### src/rtl/dmem_arbiter_if.sv
// -----------------------------------------------------------------------------
// dmem_arbiter_if
// One requester port of the data-memory arbiter.
//   req    level request, held until ack
//   we     1 = write, 0 = read
//   lock   ask to keep the grant on following cycles
//   addr   byte address (word accesses, [1:0] must be 00)
//   wdata  write data
//   ack    access accepted this cycle (combinational)
//   err    with ack: misaligned address, access suppressed
//   rvalid read data valid, one cycle after the read ack
//   rdata  read data, held until the next read on this port
// -----------------------------------------------------------------------------
interface dmem_arbiter_if;
  logic        req;
  logic        we;
  logic        lock;
  logic [31:0] addr;
  logic [31:0] wdata;
  logic        ack;
  logic        err;
  logic        rvalid;
  logic [31:0] rdata;

  modport master (
    output req, we, lock, addr, wdata,
    input  ack, err, rvalid, rdata
  );

  modport slave (
    input  req, we, lock, addr, wdata,
    output ack, err, rvalid, rdata
  );
endinterface

### src/rtl/dmem_arbiter.sv
// -----------------------------------------------------------------------------
// dmem_arbiter
// Shares one word-wide data memory between port 0 (CPU LSU) and port 1
// (DMA / debug loader). One access per cycle, ack in the request cycle,
// read data registered one cycle later. Round-robin or fixed priority,
// optional locked bursts bounded by LOCK_MAX grants.
//
// Ports:
//   i_clk        system clock
//   i_rst_n      asynchronous active-low reset
//   m0, m1       requester ports (dmem_arbiter_if.slave)
//   o_mem_addr   word-aligned address to the memory
//   o_mem_we     memory write enable
//   o_mem_wdata  memory write data
//   i_mem_rdata  memory read data (combinational read)
//   o_grant_id   port owning the memory this cycle (valid with an ack)
//
// state    | meaning
// ---------+--------------------------------------------------------------
// S_IDLE   | no burst in progress, normal arbitration
// S_LOCKED0| port 0 holds the memory while it keeps req and lock high
// S_LOCKED1| port 1 holds the memory while it keeps req and lock high
// -----------------------------------------------------------------------------
module dmem_arbiter #(
  parameter int PRIORITY = 0,
  parameter int LOCK_MAX = 8,
  parameter int CNT_W    = 8
) (
  input  logic          i_clk,
  input  logic          i_rst_n,
  dmem_arbiter_if.slave m0,
  dmem_arbiter_if.slave m1,
  output logic [31:0]   o_mem_addr,
  output logic          o_mem_we,
  output logic [31:0]   o_mem_wdata,
  input  logic [31:0]   i_mem_rdata,
  output logic          o_grant_id
);

  typedef enum logic [1:0] {
    S_IDLE    = 2'd0,
    S_LOCKED0 = 2'd1,
    S_LOCKED1 = 2'd2
  } state_t;

  state_t             r_state;
  state_t             w_state_nxt;
  // Remaining locked grants allowed after the current one; release at 1.
  logic [CNT_W-1:0]   r_lock_left;
  logic [CNT_W-1:0]   w_lock_left_nxt;
  logic               r_last_grant;
  // Set on a forced release: the other port must win the next conflict,
  // even under fixed priority.
  logic               r_force_other;
  logic               w_force_nxt;

  logic               w_any;
  logic               w_win;
  logic               w_lock;
  logic               w_we;
  logic               w_mis;
  logic               w_ack0;
  logic               w_ack1;
  logic [31:0]        w_addr;
  logic [31:0]        w_wdata;

  logic               r_rvalid0;
  logic               r_rvalid1;
  logic [31:0]        r_rdata0;
  logic [31:0]        r_rdata1;

  always_comb begin : arb
    w_any = 1'b0;
    w_win = 1'b0;
    if (r_state == S_LOCKED0 && m0.req) begin
      w_any = 1'b1;
      w_win = 1'b0;
    end else if (r_state == S_LOCKED1 && m1.req) begin
      w_any = 1'b1;
      w_win = 1'b1;
    end else if (m0.req && m1.req) begin
      w_any = 1'b1;
      w_win = (PRIORITY != 0 && !r_force_other) ? 1'b0 : ~r_last_grant;
    end else if (m0.req) begin
      w_any = 1'b1;
      w_win = 1'b0;
    end else if (m1.req) begin
      w_any = 1'b1;
      w_win = 1'b1;
    end
  end

  assign w_addr  = w_win ? m1.addr  : m0.addr;
  assign w_wdata = w_win ? m1.wdata : m0.wdata;
  assign w_we    = w_win ? m1.we    : m0.we;
  assign w_lock  = w_win ? m1.lock  : m0.lock;
  assign w_mis   = |w_addr[1:0];

  // Everything combinational is held quiet while reset is asserted.
  assign w_ack0 = i_rst_n & w_any & ~w_win;
  assign w_ack1 = i_rst_n & w_any &  w_win;

  always_comb begin : fsm
    w_state_nxt     = r_state;
    w_lock_left_nxt = r_lock_left;
    w_force_nxt     = r_force_other;
    if (w_any) w_force_nxt = 1'b0;
    case (r_state)
      S_IDLE: begin
        if (w_any && w_lock) begin
          if (LOCK_MAX <= 1) begin
            w_force_nxt = 1'b1;
          end else begin
            w_state_nxt     = w_win ? S_LOCKED1 : S_LOCKED0;
            w_lock_left_nxt = CNT_W'(LOCK_MAX - 1);
          end
        end
      end
      S_LOCKED0: begin
        // A grant that coincides with a release never re-locks.
        if (!(m0.req && m0.lock)) begin
          w_state_nxt = S_IDLE;
        end else if (r_lock_left == CNT_W'(1)) begin
          w_state_nxt = S_IDLE;
          w_force_nxt = 1'b1;
        end else begin
          w_lock_left_nxt = r_lock_left - CNT_W'(1);
        end
      end
      S_LOCKED1: begin
        if (!(m1.req && m1.lock)) begin
          w_state_nxt = S_IDLE;
        end else if (r_lock_left == CNT_W'(1)) begin
          w_state_nxt = S_IDLE;
          w_force_nxt = 1'b1;
        end else begin
          w_lock_left_nxt = r_lock_left - CNT_W'(1);
        end
      end
      default: w_state_nxt = S_IDLE;
    endcase
  end

  always_ff @(posedge i_clk or negedge i_rst_n) begin
    if (!i_rst_n) begin
      r_state       <= S_IDLE;
      r_lock_left   <= '0;
      r_last_grant  <= 1'b1;
      r_force_other <= 1'b0;
    end else begin
      r_state       <= w_state_nxt;
      r_lock_left   <= w_lock_left_nxt;
      r_force_other <= w_force_nxt;
      if (w_any) r_last_grant <= w_win;
    end
  end

  // Misaligned reads still return a response, with zero data.
  always_ff @(posedge i_clk or negedge i_rst_n) begin
    if (!i_rst_n) begin
      r_rvalid0 <= 1'b0;
      r_rvalid1 <= 1'b0;
      r_rdata0  <= '0;
      r_rdata1  <= '0;
    end else begin
      r_rvalid0 <= w_ack0 & ~m0.we;
      r_rvalid1 <= w_ack1 & ~m1.we;
      if (w_ack0 && !m0.we) r_rdata0 <= w_mis ? 32'd0 : i_mem_rdata;
      if (w_ack1 && !m1.we) r_rdata1 <= w_mis ? 32'd0 : i_mem_rdata;
    end
  end

  assign m0.ack    = w_ack0;
  assign m1.ack    = w_ack1;
  assign m0.err    = w_ack0 & w_mis;
  assign m1.err    = w_ack1 & w_mis;
  assign m0.rvalid = r_rvalid0;
  assign m1.rvalid = r_rvalid1;
  assign m0.rdata  = r_rdata0;
  assign m1.rdata  = r_rdata1;

  assign o_mem_addr  = (i_rst_n && w_any) ? {w_addr[31:2], 2'b00} : 32'd0;
  assign o_mem_wdata = (i_rst_n && w_any) ? w_wdata : 32'd0;
  assign o_mem_we    = i_rst_n & w_any & w_we & ~w_mis;
  assign o_grant_id  = i_rst_n & w_any & w_win;

endmodule

### src/flat_wrapper.sv
// flat-port wrapper written by rule: the top's interface ports become plain ports
module dmem_arbiter_flat 
#(
  parameter int PRIORITY = 0,
  parameter int LOCK_MAX = 8,
  parameter int CNT_W    = 8
)
  (i_clk, i_rst_n, o_mem_addr, o_mem_we, o_mem_wdata, i_mem_rdata, o_grant_id, m0_req, m0_we, m0_lock, m0_addr, m0_wdata, m0_ack, m0_err, m0_rvalid, m0_rdata, m1_req, m1_we, m1_lock, m1_addr, m1_wdata, m1_ack, m1_err, m1_rvalid, m1_rdata);
  dmem_arbiter_if m0_i ();
  dmem_arbiter_if m1_i ();
  input  logic i_clk;
  input  logic i_rst_n;
  output logic [31:0] o_mem_addr;
  output logic o_mem_we;
  output logic [31:0] o_mem_wdata;
  input  logic [31:0] i_mem_rdata;
  output logic o_grant_id;
  input wire logic [$bits(m0_i.req)-1:0] m0_req;
  input wire logic [$bits(m0_i.we)-1:0] m0_we;
  input wire logic [$bits(m0_i.lock)-1:0] m0_lock;
  input wire logic [$bits(m0_i.addr)-1:0] m0_addr;
  input wire logic [$bits(m0_i.wdata)-1:0] m0_wdata;
  output wire logic [$bits(m0_i.ack)-1:0] m0_ack;
  output wire logic [$bits(m0_i.err)-1:0] m0_err;
  output wire logic [$bits(m0_i.rvalid)-1:0] m0_rvalid;
  output wire logic [$bits(m0_i.rdata)-1:0] m0_rdata;
  input wire logic [$bits(m1_i.req)-1:0] m1_req;
  input wire logic [$bits(m1_i.we)-1:0] m1_we;
  input wire logic [$bits(m1_i.lock)-1:0] m1_lock;
  input wire logic [$bits(m1_i.addr)-1:0] m1_addr;
  input wire logic [$bits(m1_i.wdata)-1:0] m1_wdata;
  output wire logic [$bits(m1_i.ack)-1:0] m1_ack;
  output wire logic [$bits(m1_i.err)-1:0] m1_err;
  output wire logic [$bits(m1_i.rvalid)-1:0] m1_rvalid;
  output wire logic [$bits(m1_i.rdata)-1:0] m1_rdata;
  assign m0_i.req = m0_req;
  assign m0_i.we = m0_we;
  assign m0_i.lock = m0_lock;
  assign m0_i.addr = m0_addr;
  assign m0_i.wdata = m0_wdata;
  assign m0_ack = m0_i.ack;
  assign m0_err = m0_i.err;
  assign m0_rvalid = m0_i.rvalid;
  assign m0_rdata = m0_i.rdata;
  assign m1_i.req = m1_req;
  assign m1_i.we = m1_we;
  assign m1_i.lock = m1_lock;
  assign m1_i.addr = m1_addr;
  assign m1_i.wdata = m1_wdata;
  assign m1_ack = m1_i.ack;
  assign m1_err = m1_i.err;
  assign m1_rvalid = m1_i.rvalid;
  assign m1_rdata = m1_i.rdata;
  dmem_arbiter #(.PRIORITY(PRIORITY), .LOCK_MAX(LOCK_MAX), .CNT_W(CNT_W)) u_core (.i_clk(i_clk), .i_rst_n(i_rst_n), .m0(m0_i), .m1(m1_i), .o_mem_addr(o_mem_addr), .o_mem_we(o_mem_we), .o_mem_wdata(o_mem_wdata), .i_mem_rdata(i_mem_rdata), .o_grant_id(o_grant_id));
endmodule
### config.mk
export PLATFORM = sky130hd
export DESIGN_NAME = dmem_arbiter_flat
export DESIGN_NICKNAME = d
export VERILOG_FILES = /design/src/rtl/dmem_arbiter_if.sv /design/src/rtl/dmem_arbiter.sv /design/src/flat_wrapper.sv
export SDC_FILE = /design/constraint.sdc
export NUM_CORES = 1
export LEC_CHECK = 0
export ABC_CLOCK_PERIOD_IN_PS = 5100
export CORE_MARGIN = 10
export CORE_UTILIZATION = 38
export CTS_BUF_LIST = sky130_fd_sc_hd__clkbuf_2
export DETAILED_ROUTE_END_ITERATION = 12
export PLACE_DENSITY_LB_ADDON = 0.3
export REMOVE_ABC_BUFFERS = 1
export SETUP_SLACK_MARGIN = 0.05
export SYNTH_ARGS = -nofsm -noshare
export SYNTH_HDL_FRONTEND = slang
export SYNTH_SLANG_ARGS = --single-unit
### constraint.sdc
create_clock -name i_clk -period 5.1 [get_ports i_clk]
set_clock_uncertainty 0.05 [all_clocks]
set_input_delay 1.02 -clock i_clk [delete_from_list [all_inputs] [get_ports i_clk]]
set_output_delay 1.02 -clock i_clk [all_outputs]
set_load 0.03 [all_outputs]
Word-level counts from Yosys, hierarchy flattened
Cells that the tools add are included.
Storage, ports and cells
  input bits: 168
  register bits: 77
Operators by class
  reduce and logical (&&, ||, !) cells: 15
  bitwise operators: 14
  mux-type cells: 27
  add/sub/neg operators: 1
  equality and inequality tests: 6
Operators by type and width (number)
  $mux 32: 5
  $mux 8: 4
  $pmux 8 s3: 1
  $mux 1: 11
  $mux 2: 5
  $and 1x1->1: 9
  $logic_and 1x1->1: 9
  $eq 8x1->1 const B: 1
  $sub 8x1->8 const B: 1
  $pmux 2 s3: 1
  $not 1->1: 5
  $ne 2x2->1 const B: 2
  $reduce_and 4->1: 1
  $reduce_bool 3->1: 1
  $eq 2x1->1 const B: 1
  $eq 2x2->1 const B: 1
  $logic_not 1->1: 2
  $logic_not 2->1: 1
  $ne 2x1->1 const B: 1
  $reduce_or 2->1: 1

Longest topological paths before layout
  depth in word-level cells: 9
  depth in mapped cells: 9
  gate-level depth less buffers: 8

Worst setup path after synthesis
No wires, ideal clock.
  path type: input port to output port
  from: input port m1_req
  to: output port o_mem_we
  cell stages on the path: 6
  slack: 1.436 ns
  arrival: 2.594 ns
  buffers on the path: 2
  cell sequence: buf_4 > nor2b_1 > a21oi_1 > clkbuf_1 > nand2_1 > a21oi_1
On the way
  word-level cells in the longest chain between the ends: 9
  elaborated cells between the ends (all ways): 18
RTL lines
  start: declaration: line flat_wrapper.sv:27  | input wire logic [$bits(m1_i.req)-1:0] m1_req;
  $mux 1: line dmem_arbiter.sv:87  | end else if (m1.req) begin
  $mux 1: line dmem_arbiter.sv:84  | end else if (m0.req) begin
  $mux 1: line dmem_arbiter.sv:81  | end else if (m0.req && m1.req) begin
  $mux 1: line dmem_arbiter.sv:78  | end else if (r_state == S_LOCKED1 && m1.req) begin
  $mux 1: line dmem_arbiter.sv:75  | if (r_state == S_LOCKED0 && m0.req) begin
  $mux 32: line dmem_arbiter.sv:93  | assign w_addr = w_win ? m1.addr : m0.addr;
  $reduce_or 2->1: line dmem_arbiter.sv:97  | assign w_mis = |w_addr[1:0];
  $not 1->1: line dmem_arbiter.sv:184  | assign o_mem_we = i_rst_n & w_any & w_we & ~w_mis;
  $and 1x1->1 (*): line dmem_arbiter.sv:184
  end: declaration: line flat_wrapper.sv:14  | output logic o_mem_we;
Every way passes the cells marked *; elsewhere a longest branch is shown, timed or not.

Worst setup path after layout
  from: input port m0_req
  to: output port o_mem_wdata[26]
On the way
  word-level cells in the longest chain between the ends: 6
  elaborated cells between the ends (all ways): 13
RTL lines
  start: declaration: line flat_wrapper.sv:18  | input wire logic [$bits(m0_i.req)-1:0] m0_req;
  $mux 1 or $logic_and 1x1->1 (tied branches): line dmem_arbiter.sv:84, dmem_arbiter.sv:81
  $mux 1: line dmem_arbiter.sv:81
  $mux 1: line dmem_arbiter.sv:78
  $mux 1: line dmem_arbiter.sv:75
  $mux 32 or $logic_and 1x1->1 (tied branches): line dmem_arbiter.sv:94, dmem_arbiter.sv:183
  $mux 32 (*): line dmem_arbiter.sv:183  | assign o_mem_wdata = (i_rst_n && w_any) ? w_wdata : 32'd0;
  end: declaration: line flat_wrapper.sv:15  | output logic [31:0] o_mem_wdata;
Marks and branches as above.

==> reports/qor.yml <==
die:
  design.core.area_mm2: 0.0104
  die_h_um: 124
  die_w_um: 124
  start_util_pct: 39.4
  num_io_pins: 304
  row_count: 37
  design.die.area_mm2: 0.0154
critical_path:
  cp-start-kind: "input port"
  cp_slowest_cell: "clkdlybuf4s50_1"
  crit_family: "buffers and inverters"
  cpMostUsedCell: "clkdlybuf4s50_1"
  slowest_delay_ps: 710
  worstPathRequired_ps: 4030
  worstSetupPathType: "in2out"
  crit_chain: "clkdlybuf4s50_1, o21ai_2, nand3_1, inv_2, buf_4, a22o_1, clkdlybuf4s50_1"
  critPathBufInv: 4
  critPathCaptureType: "primary output"
  worstPathMaxFanout: 34
  arrival_ps: 3310
place:
  place_ws_ps: 722
  gp_congestion: 0.982
  port_buffers: 301
  dpl.hpwl_mm: 17.1
  place_area_mm2: 0.00718
timing:
  hold_viol: 0
  fin_ws_ps: 720
  rsz0062_at_grt: "false"
  finalMaxSlewViolations: 0
  tns_ps: 0
  setup-violations-final: 0
  period_needed_ps: 4380
  period_share_pct: 85.9
  worst_pin_slew_ps: 1140
  slew-limit-headroom_pct: 23.5
  maxClockFrequency_mhz: 228
synth:
  yosys_warnings: 0
  synth_xor_area_share_pct: 0
  synthCells: 431
  synth_top_area_share_pct: 46.3
  yosys.area.top_type: "dfrtp_1"
  yosys-mux-area-fraction_pct: 0.244
  ys_types: 43
  netlist_area_mm2: 0.00410
  synth_area_per_cell_um2: 9.52
  ys_ff_latch: 77
  synthFlopType: "dfrtp_1"
  synth_top_family_by_area: "compound AO/OA/AOI/OAI gates"
  synth-async-reset-ratio_pct: 100
  synth_compound_area_share_pct: 30.4
  synthTopCellsByArea: "dfrtp_1, a22o_1, o31ai_1"
  synth_edf_count: 0
  synth-simple-area-share_pct: 11.4
  synth_fa_ha_area_share_pct: 1.83
  ys_seq_area_share_pct: 47.0
min_path:
  hold_class: "reg2reg"
global_routing:
  grt_pass1_vias: 4571
  grt_pass1_wl_mm: 28.9
  grt_usage_pct: 25.2
  gr-total-overflow: 0
  grt_max_degree: 78
  antenna_found_initial: 2
clocking:
  tritoncts: "yes"
  ctsResizeCount: 0
  cts_made_buffers: 9
  h-tree-depth: 3
  clk-insertion-delay-late_ps: 510
  cts_setup_buffers: 0
  cts_root_buffer: "clkbuf_2"
  ctsHoldBuffers: 0
  clk_pin_slew_ps: 180
  cts_max_path_buffers: 2
  clkSinkCount: 77
power_and_ir_drop:
  p_per_area_mw_per_mm2: 317
  power_w: 0.00231
  ir_drop_uv: 209
  p_leak_nw: 3.13
routing:
  vias_per_cell: 5.27
  routed_wl_mm: 20.4
  firstDrtPassIters: 6
  initialDrtViolationCount: 403
  drc: 0
  wl_per_cell_um: 23.8
  vias: 4516
  drtAntennaViolNets: 0
job:
  cap_violations: 0
layout:
  final_layout_size_suffix_gt1_share_pct: 6.82
  final_util_pct: 69.8
  nNetsFinal: 888
  design_area_mm2: 0.00727
  n_fill_cell: 796
  multi_input_area_mm2: 0.00183
  register_area_mm2: 0.00193
  syn_to_final_growth_pct: 77.3
status:
  outcome: "completed"
[final cells by class]
cell class	count	share of cell area, %
repair buffers	312	42.4
flip-flops and latches	77	26.5
multi-input cells	271	25.2
well taps	136	2.34
inverters	43	2.22
clock buffers	11	0.757
clock inverters	5	0.499
diodes	2	0.0688
[flip-flops by register name, summed over array words and instances, names as in the netlist]
register and count:
u_core.r_last_grant 1, u_core.m1.rdata 32, u_core.m0.rdata 32, u_core.r_lock_left 8, u_core.r_state 2, u_core.m1.rvalid 1
u_core.m0.rvalid 1
[routing by layer]
metal | share of wire, % | vias up | GRT usage, %
met2 | 52 | 210 | 43.5
met1 | 36 | 2167 | 29.1
met5 | 0 | - | 0
li1 | - | 2121 | -
met3 | 10 | 18 | 9.95
met4 | 1.3 | 0 | 5.47
[through the flow]
stage          hold WS, ps  cells
2_1_floorplan          403    391
3_3_place_gp           408    839
3_5_place_dp           414    839
4_1_cts                453    855
5_1_grt                478    855
6_report               449    857
[placed cells by master, fill, tap and decap left out, drive strengths merged, types with 3 or more instances in the layout]
master / count
clkdlybuf4s50: 292
nand2: 77
dfrtp: 76
a22o: 65
o31ai: 64
inv: 44
buf: 20
clkbuf: 11
a21oi: 7
ha: 6
o21ai: 6
nand3: 5
nor2: 5
nor3: 5
and2: 3
clkinvlp: 3
[worst register-to-register path, delay by kind of cell, from the launching register on]
kind,cells,cell delay [ps]
buf+inv,2,670
fa+ha+maj,1,240
compound gates,2,540
simple gates,2,1020
flops,1,460
[cells in the mapped netlist, types with 2 or more instances]
master	n
nor2_1	5
buf_2	16
nand2_1	76
buf_4	8
o41ai_1	2
and2_1	3
o21ai_0	4
nand4b_1	2
nand3_1	5
clkbuf_1	15
nor2b_1	2
ha_1	6
o31ai_1	64
a21oi_1	7
o21ai_2	2
nand4_1	2
o211ai_1	2
nand2b_1	2
dfrtp_1	76
nor3_1	4
inv_1	42
a22o_1	65
[power by group]
group	switching (W)	total (W)	internal, W
sequential	0.0000635	0.000782	0.000719
combinational	0.000717	0.00124	0.000519
clock	0.000219	0.000287	0.0000684
[kinds of logic (layout without fill, tap and decap cells)]
logic type,Yosys count,after routing
AO/OA/AOI/OAI,155,155
AND/OR/NAND/NOR,107,107
buffers and inverters,84,371
flip-flops,77,77
adder cells (fa/ha/maj),6,6
other,1,4
multiplexers,1,1
[worst paths after layout]
| path | start | to | slack, ps | depth (start not counted) |
|---|---|---|---|---|
| setup reg to reg | u_core.r_state[0]$_DFFE_PN0P_ | u_core.m1.rdata[13]$_DFFE_PN0P_ | 2040 | 7 |
| setup / recovery | m0_req | o_mem_wdata[26] | 720 | 7 |
| max in group asynchronous | i_rst_n | u_core.m0.rdata[19]$_DFFE_PN0P_ | 3690 | 2 |
| hold / removal | u_core.m0.rdata[1]$_DFFE_PN0P_ | u_core.m0.rdata[1]$_DFFE_PN0P_ | 450 | 2 |
| hold reg to reg | u_core.m0.rdata[1]$_DFFE_PN0P_ | u_core.m0.rdata[1]$_DFFE_PN0P_ | 450 | 2 |
| min in group asynchronous | i_rst_n | u_core.m0.rdata[5]$_DFFE_PN0P_ | 670 | 2 |
Power figures use the tool's default switching activity.
